`src/rtl/timebin_run_sequencer.sv`:
```
// Purpose : run controller for the PMT timebin path; button start/stop, timebin boundaries,
//           counter clear/capture, and two-byte (MSB first) serialisation of each count to the UART.
// Latency : start/stop pin edge -> state change 3 cycles; capture -> tx_valid next cycle.
// Backpr. : one-word TX holding register; captures arriving while it is busy are dropped
//           and counted as overruns; tx_valid never depends combinationally on tx_ready.
//
// Ports   : clk/reset_n (async active-low); start_button/stop_button (raw, active-low);
//           timebin_factor/num_bins (sampled at run start); count_in (PMT count);
//           counter_clear (1-cycle pulse); tx_data/tx_valid/tx_ready (byte handshake);
//           running, led, run_done, overrun, overrun_cnt (status).
// Option  : define SEQ_HEADER_EN to send {8'hA5, factor} at each run start.

module timebin_run_sequencer #(
    parameter int CYCLES_PER_UNIT = 5000,
    parameter int TICK_W          = 21
) (
    input  logic        clk,
    input  logic        reset_n,
    input  logic        start_button,
    input  logic        stop_button,
    input  logic [7:0]  timebin_factor,
    input  logic [15:0] num_bins,
    input  logic [15:0] count_in,
    output logic        counter_clear,
    output logic [7:0]  tx_data,
    output logic        tx_valid,
    input  logic        tx_ready,
    output logic        running,
    output logic        led,
    output logic        run_done,
    output logic        overrun,
    output logic [7:0]  overrun_cnt
);

    typedef enum logic [1:0] {
        ST_IDLE  = 2'd0,
        ST_RUN   = 2'd1,
        ST_DRAIN = 2'd2
    } state_t;

    state_t              r_state;

    // [0],[1] = synchroniser stages, [2] = previous synchronised value for edge detect
    logic [2:0]          r_start_sync;
    logic [2:0]          r_stop_sync;

    logic [TICK_W-1:0]   r_tick;
    logic [TICK_W-1:0]   r_period_m1;
    logic [15:0]         r_bin;
    logic [15:0]         r_nbins;

    logic                r_counter_clear;
    logic                r_running;
    logic                r_led;
    logic                r_run_done;
    logic                r_overrun;
    logic [7:0]          r_overrun_cnt;

    // TX holding register: tx_data holds the byte on the wire, r_tx_lsb the byte still to go
    logic                r_tx_valid;
    logic [7:0]          r_tx_data;
    logic [7:0]          r_tx_lsb;
    logic                r_lsb_phase;

    logic                w_start_evt;
    logic                w_stop_evt;
    logic [7:0]          w_factor_eff;
    logic [TICK_W-1:0]   w_period;
    logic                w_boundary;
    logic [15:0]         w_bin_next;
    logic                w_last_bin;
    logic                w_hs;
    logic                w_hold_free;

    assign w_start_evt  = r_start_sync[2] & ~r_start_sync[1];
    assign w_stop_evt   = r_stop_sync[2]  & ~r_stop_sync[1];

    assign w_factor_eff = (timebin_factor == 8'd0) ? 8'd1 : timebin_factor;
    assign w_period     = TICK_W'(w_factor_eff) * TICK_W'(CYCLES_PER_UNIT);

    assign w_boundary   = (r_state == ST_RUN) && (r_tick == r_period_m1);
    assign w_bin_next   = r_bin + 16'd1;
    assign w_last_bin   = (r_nbins != 16'd0) && (w_bin_next == r_nbins);

    assign w_hs         = r_tx_valid && tx_ready;
    // A capture coinciding with the LSB handshake may reuse the register in the same edge
    assign w_hold_free  = !r_tx_valid || (w_hs && r_lsb_phase);

    always_ff @(posedge clk or negedge reset_n) begin
        if (!reset_n) begin
            r_state         <= ST_IDLE;
            r_start_sync    <= 3'b111;
            r_stop_sync     <= 3'b111;
            r_tick          <= '0;
            r_period_m1     <= '0;
            r_bin           <= '0;
            r_nbins         <= '0;
            r_counter_clear <= 1'b0;
            r_running       <= 1'b0;
            r_led           <= 1'b0;
            r_run_done      <= 1'b0;
            r_overrun       <= 1'b0;
            r_overrun_cnt   <= '0;
            r_tx_valid      <= 1'b0;
            r_tx_data       <= '0;
            r_tx_lsb        <= '0;
            r_lsb_phase     <= 1'b0;
        end else begin
            r_start_sync    <= {r_start_sync[1:0], start_button};
            r_stop_sync     <= {r_stop_sync[1:0], stop_button};
            r_counter_clear <= 1'b0;
            r_run_done      <= 1'b0;

            // Byte pointer advance; a load further down overrides these
            if (w_hs) begin
                if (!r_lsb_phase) begin
                    r_tx_data   <= r_tx_lsb;
                    r_lsb_phase <= 1'b1;
                end else begin
                    r_tx_valid  <= 1'b0;
                    r_lsb_phase <= 1'b0;
                end
            end

            case (r_state)
                ST_IDLE: begin
                    if (w_start_evt) begin
                        r_period_m1     <= w_period - TICK_W'(1);
                        r_nbins         <= num_bins;
                        r_overrun       <= 1'b0;
                        r_overrun_cnt   <= '0;
                        r_led           <= ~r_led;
                        r_counter_clear <= 1'b1;
                        r_tick          <= '0;
                        r_bin           <= '0;
                        r_running       <= 1'b1;
                        r_state         <= ST_RUN;
`ifdef SEQ_HEADER_EN
                        // Register is always empty in IDLE, so the header load is unconditional
                        r_tx_valid      <= 1'b1;
                        r_tx_data       <= 8'hA5;
                        r_tx_lsb        <= timebin_factor;
                        r_lsb_phase     <= 1'b0;
`endif
                    end
                end

                ST_RUN: begin
                    if (w_stop_evt) begin
                        // Partial bin is abandoned; whatever is in the holding register still drains
                        r_running <= 1'b0;
                        r_state   <= ST_DRAIN;
                    end else if (w_boundary) begin
                        r_tick          <= '0;
                        r_counter_clear <= 1'b1;
                        r_bin           <= w_bin_next;
                        if (w_hold_free) begin
                            r_tx_valid  <= 1'b1;
                            r_tx_data   <= count_in[15:8];
                            r_tx_lsb    <= count_in[7:0];
                            r_lsb_phase <= 1'b0;
                        end else begin
                            r_overrun <= 1'b1;
                            if (r_overrun_cnt != 8'hFF) begin
                                r_overrun_cnt <= r_overrun_cnt + 8'd1;
                            end
                        end
                        if (w_last_bin) begin
                            r_running <= 1'b0;
                            r_state   <= ST_DRAIN;
                        end
                    end else begin
                        r_tick <= r_tick + TICK_W'(1);
                    end
                end

                ST_DRAIN: begin
                    if (!r_tx_valid) begin
                        r_run_done <= 1'b1;
                        r_state    <= ST_IDLE;
                    end
                end

                default: begin
                    r_state <= ST_IDLE;
                end
            endcase
        end
    end

    assign counter_clear = r_counter_clear;
    assign tx_data       = r_tx_data;
    assign tx_valid      = r_tx_valid;
    assign running       = r_running;
    assign led           = r_led;
    assign run_done      = r_run_done;
    assign overrun       = r_overrun;
    assign overrun_cnt   = r_overrun_cnt;

endmodule
```
`config.mk`:
```
export PLATFORM = sky130hd
export DESIGN_NAME = timebin_run_sequencer
export DESIGN_NICKNAME = d
export VERILOG_FILES = /design/src/rtl/timebin_run_sequencer.sv
export SDC_FILE = /design/constraint.sdc
export NUM_CORES = 1
export LEC_CHECK = 0
export CELL_PAD_IN_SITES_DETAIL_PLACEMENT = 0
export CELL_PAD_IN_SITES_GLOBAL_PLACEMENT = 1
export CORE_MARGIN = 5
export CORE_UTILIZATION = 45
export CTS_CLUSTER_DIAMETER = 150
export DETAILED_ROUTE_END_ITERATION = 10
export GPL_TIMING_DRIVEN = 0
export PLACE_DENSITY_LB_ADDON = 0.1
export REMOVE_ABC_BUFFERS = 1
export SLEW_MARGIN = 5
export SYNTH_ARGS = -nofsm -noshare
export SYNTH_HDL_FRONTEND = slang
export SYNTH_SLANG_ARGS = --single-unit
```
`constraint.sdc`:
```
create_clock -name clk -period 2.8 [get_ports clk]
set_input_delay 0.56 -clock clk [delete_from_list [all_inputs] [get_ports clk]]
set_output_delay 0.56 -clock clk [all_outputs]
set_load 0.1 [all_outputs]
```
# --- Word-level counts from Yosys, hierarchy flattened ---
# Cells that the tools add are included.
word_totals:
  output_inout_bits: 22
  elab_cells: 114
  reg_bits: 113
  in_bits: 45
classes:
  bitwise_logic: 6
  muxes: 55
  addsub: 4
  n_reduce_logical: 18
  n_eq_ne: 13
  n_mul: 1
ops:
  columns: ["op", "n"]
  rows:
  - ["two-way mux 8 bit", 12]
  - ["two-way mux 21 bit", 3]
  - ["two-way mux 16 bit", 3]
  - ["one-hot mux 21 bit (2 select lines)", 1]
  - ["one-hot mux 16 bit (2 select lines)", 1]
  - ["two-way mux 1 bit", 25]
  - ["adder 21 x 1 -> 21 bit, second input constant", 1]
  - ["== test 21 bit", 1]
  - ["subtractor 21 x 1 -> 21 bit, second input constant", 1]
  - ["multiplier 8 x 10 -> 18 bit, second input constant", 1]
  - ["adder 16 x 1 -> 16 bit, second input constant", 1]
  - ["== test 16 bit", 1]
  - ["one-hot mux 8 bit (2 select lines)", 1]
  - ["AND reduction 4 bit", 4]
  - ["nonzero test 16 bit", 1]
  - ["two-way mux 2 bit", 5]
  - ["inequality test 2 bit, second input constant", 5]
  - ["adder 8 x 1 -> 8 bit, second input constant", 1]
  - ["zero test 8 bit", 1]
  - ["inequality test 8 bit, second input constant", 1]
  - ["inequality test 3 bit, second input constant", 2]
  - ["one-hot mux 1 bit (2 select lines)", 3]
  - ["one-hot mux 2 bit (3 select lines)", 1]
  - ["AND reduction 6 bit", 1]
  - ["13 further kinds", 20]

# --- Logic depth before layout (Yosys ltp) ---
depth:
  depth_word: 7
  depth_mapped: 22

# --- Worst setup path after synthesis ---
# No wires, ideal clock.
synth_timing:
  path_kind: "in2reg"
  start: "in timebin_factor[3]"
  end: "reg r_period_m1[18]"
  path_slack_ps: -2330
  n_path_buf: 0
  setup_time_ps: 124
  arrival_ps: 5006
  required_ps: 2676
  stages: 22
  path_cell_list: "inv_1 > ha_1 > nand2_1 > nor4_1 > nor2b_1 > nor2_1 > mux2_2 > ha_1 > or2_2 > ha_1 > ha_1 > inv_1 > fa_1 > inv_1 > ha_1 > and3_1 > a221o_1 > a21oi_1 > xor2_2 > and4_1 > xor2_1 > o21ai_1"
synth_via:
  elab_chain_len: 4
synth_lines:
  columns: ["element", "line_no", "source"]
  rows:
  - ["start, declared", "21", "input logic [7:0] timebin_factor,"]
  - ["zero test 8 bit", "78", "assign w_factor_eff = (timebin_factor == 8'd0) ? 8'd1 : timebin_factor;"]
  - ["two-way mux 8 bit (*)", "78", null]
  - ["multiplier 8 x 10 -> 18 bit (*)", "79", "assign w_period = TICK_W'(w_factor_eff) * TICK_W'(CYCLES_PER_UNIT);"]
  - ["subtractor 21 x 1 -> 21 bit (*)", "128", "r_period_m1 <= w_period - TICK_W'(1);"]
  - ["end signal, assigned", "128", null]
  - ["end, declared", "48", "logic [TICK_W-1:0] r_period_m1;"]
# Mark *: on every way between the ends. The rest lies on a longest branch, timed or not.
# A chain may end at the register's enable or synchronous reset.

# --- Worst setup path after layout ---
layout_timing:
  start: "in timebin_factor[0]"
  end: "reg r_period_m1[20]"
# Same word-level chain as after synthesis.

==> reports/qor.txt <==
Hold_buf cts -> 0
Pleak -> 0.00411 uW
FF/Latch Area -> 0.00279 mm2
Average wire per standard cell -> 15.4 um
Register area share after synthesis -> 0.397
Highest Clock Rate -> 0.217 GHz
Synth Area per Inst -> 9.22 um2
Rel. slew slack -> 0.282
Clk root buf -> clkbuf_16
Routability Congestion -> 0.852
FP Rows -> 45
Crit path kind -> in -> reg
Vias per cell -> 5.31
Post-route DRC -> 0
Total CTS buffers -> 9
Failing checks -> setup timing
Antenna viol nets, final -> 0
Cells after Synth -> 760
Max FO, Critical Path -> 6
H-tree depth -> 3
Final Non-Filler Cells -> 1066
Worst hold path class -> in -> async
Layout fillers -> 1325
CP startpoint kind -> primary input
Syn-to-layout area delta -> 27.3%
Arrival @ worst endpoint -> 4.89 ns
Area contributors post-synth -> dfrtp_1 (37%), ha_1 (7.9%), nand2_1 (6.1%), xnor2_1 (5.6%), xor2_1 (4.9%)
PortBufs -> 66
Die Y -> 135 um
Layout cells sized above 1 -> 0.170
# diodes -> 0
CTS tree -> done
Main flop type after synthesis -> dfrtp_1
Final worst-path cycle share -> 1.65
Initial Utilization -> 0.459
Worst setup EP type -> flip-flop
Cell Area, Placed -> 0.00789 mm2
Max IR drop VDD -> 0.451 mV
Cell accounting for the most synthesized area -> dfrtp_1
Final instance area -> 0.00892 mm2
Max-Cap Viols -> 0
Gr usage total -> 0.183
Hold Vio Cnt, Final -> 0
EDFF count, synth -> 0
Largest net degree at the start of global routing -> 92
Status -> complete, but fails checks
Die W -> 135 um
Synth warn -> 0
Synth top area share -> 0.375
Slew @ Worst Pin -> 1.07 ns
FFs w/ async S/R, synth -> 1.00
Net count, final -> 950
Placed Instances -> 1013
Vias in the first global route -> 5699
Worst-path clk slew -> 0.07 ns
1st-iter DRT viols -> 192
Clock Latency Late Sink -> 0.35 ns
Number of synthesized register bits -> 111
PD cells -> 685 mW/mm2
Final Skew -> 0.00945 ns
# clock sinks -> 111
Minimum hold slack -> 0.0477 ns
Worst Path Required -> 3.08 ns
Vias post-DR -> 5664
Global route overflow -> 0
Die area -> 0.0182 mm2
Max clock buf depth -> 2
Core Area -> 0.0153 mm2
Post-Syn Area -> 0.00701 mm2
First-pass GRT wire length -> 27.5 mm
Slew Viols, Final -> 0
Routed wire length -> 16.4 mm
Number of iterations in the first detailed-routing pass -> 4
Min Tclk post-route -> 4.61 ns
Unrepaired setup endpoints after global routing -> true
Boundary Pins -> 67
Setup WS post-layout -> -1.81 ns
Final setup viols -> 12
Hpwl dp -> 11.5 mm
Initial antenna violation count -> 0
Netlist cell types -> 60
Area occupied by multi-input gates -> 0.00435 mm2
[layer usage]
layer | global-route usage | wire length, um
met2 | 0.316 | 8400
met3 | 0.0354 | 447
met5 | 0 | 0
met1 | 0.235 | 7330
met4 | 0.0475 | 196
[layout by cell type (no fill, tap or decap), types with 10 or more instances in the layout]
master / instances
o21ai_1: 14
ha_4: 12
clkdlybuf4s50_1: 58
ha_1: 32
and3_1: 13
and2_1: 13
nand2_1: 113
a21oi_1: 19
nand3_1: 16
nand2b_1: 11
inv_1: 32
nor2_1: 55
fa_1: 10
buf_4: 31
mux2i_1: 10
xor2_1: 38
nand4_1: 20
dfrtp_1: 105
xnor2_1: 41
o21ai_0: 26
nor4_1: 10
[flip-flops by register name, summed over array words and instances, names as in the netlist, 8 cells and up]
register / cells
r_tx_lsb: 8
overrun_cnt: 8
r_nbins: 16
tx_data: 8
r_bin: 16
r_tick: 21
r_period_m1: 19
[cell usage after synthesis (11+ instances only)]
cell      instances
a21oi_1          20
and2_1           14
and3_1           15
clkbuf_1         16
dfrtp_1         105
fa_1             11
ha_1             44
inv_1            41
nand2_1         114
nand2b_1         12
nand3_1          16
nand4_1          20
nor2_1           59
nor3_1           13
nor4_1           13
o21ai_0          29
o21ai_1          11
xnor2_1          45
xor2_1           39
[power breakdown]
group | internal, uW | switching [uW] | total, uW
Clock | 639 | 590 | 1230
Combinational | 1270 | 1430 | 2700
Sequential | 1890 | 297 | 2190
Total | 3800 | 2320 | 6110
[path summary, 6_finish.rpt]
kind / startpoint / end / slack [ns] / cells past startpoint
setup reg to reg: r_tick[10]$_DFFE_PN0P_ / r_bin[10]$_DFFE_PN0P_ / 0.23 / 9
min in group clk: r_stop_sync[0]$_DFF_PN1_ / r_stop_sync[1]$_DFF_PN1_ / 0.36 / 0
max in group asynchronous: reset_n / r_start_sync[1]$_DFF_PN1_ / 2.03 / 2
hold / removal: reset_n / r_nbins[0]$_DFFE_PN0P_ / 0.05 / 1
hold reg to reg: r_stop_sync[0]$_DFF_PN1_ / r_stop_sync[1]$_DFF_PN1_ / 0.36 / 0
setup / recovery: timebin_factor[0] / r_period_m1[20]$_DFFE_PN0P_ / -1.81 / 20
[final cells by class]
type / count / share of cell area
clock buffer: 11 / 0.0272
timing repair buffer: 107 / 0.118
multi-input combinational: 579 / 0.487
tap: 211 / 0.0296
inverter: 42 / 0.0213
clock inverter: 5 / 0.00449
sequential: 111 / 0.312
[repair_timing]
item | in CTS | in global routing
buffers inserted | 30 | 11
endpoints found under the setup margin | 40 | 27
pin swaps | 39 | 36
resized for setup | 113 | 32
[critical path, cell delays in order]
cell             delay (ns)
clkdlybuf4s50_1        0.54
nor2b_4                0.28
nor2_4                 0.06
mux2_4                 0.29
ha_4                   0.16
or2_4                  0.23
ha_4                   0.27
ha_4                   0.12
inv_2                  0.03
fa_1                   0.48
inv_2                  0.05
ha_4                   0.26
a21o_1                 0.21
a221oi_4               0.28
buf_6                  0.16
nor3b_2                0.04
a211o_1                0.31
and4_4                 0.21
a211o_1                0.26
nand3_1                0.07
[per-stage QoR]
| step | utilization | TNS (ns) | power (uW) | setup WS (ns) |
|---|---|---|---|---|
| 4_1_cts | 0.575 | -18.20 | 6070 | -1.95 |
| 6_report | 0.585 | -16.83 | 6110 | -1.81 |
| 3_5_place_dp | 0.517 | -39.88 | 4300 | -3.63 |
| 2_1_floorplan | - | -21.55 | 3710 | -2.37 |
| 5_1_grt | 0.585 | -18.86 | 6530 | -1.97 |
| 3_3_place_gp | 0.512 | -412.04 | 4240 | -3.59 |
[kinds of logic (layout without fill, tap and decap cells)]
logic type,count (synthesis),in the layout,share of synthesized area
AND/OR/NAND/NOR,309,309,0.217
flip-flops,111,111,0.397
adder cells (fa/ha/maj),55,55,0.110
buffers and inverters,70,165,0.0391
multiplexers,19,19,0.0287
AO/OA/AOI/OAI,111,111,0.101
XOR/XNOR,85,85,0.107
Note: power is estimated with default switching activity, not from simulation.
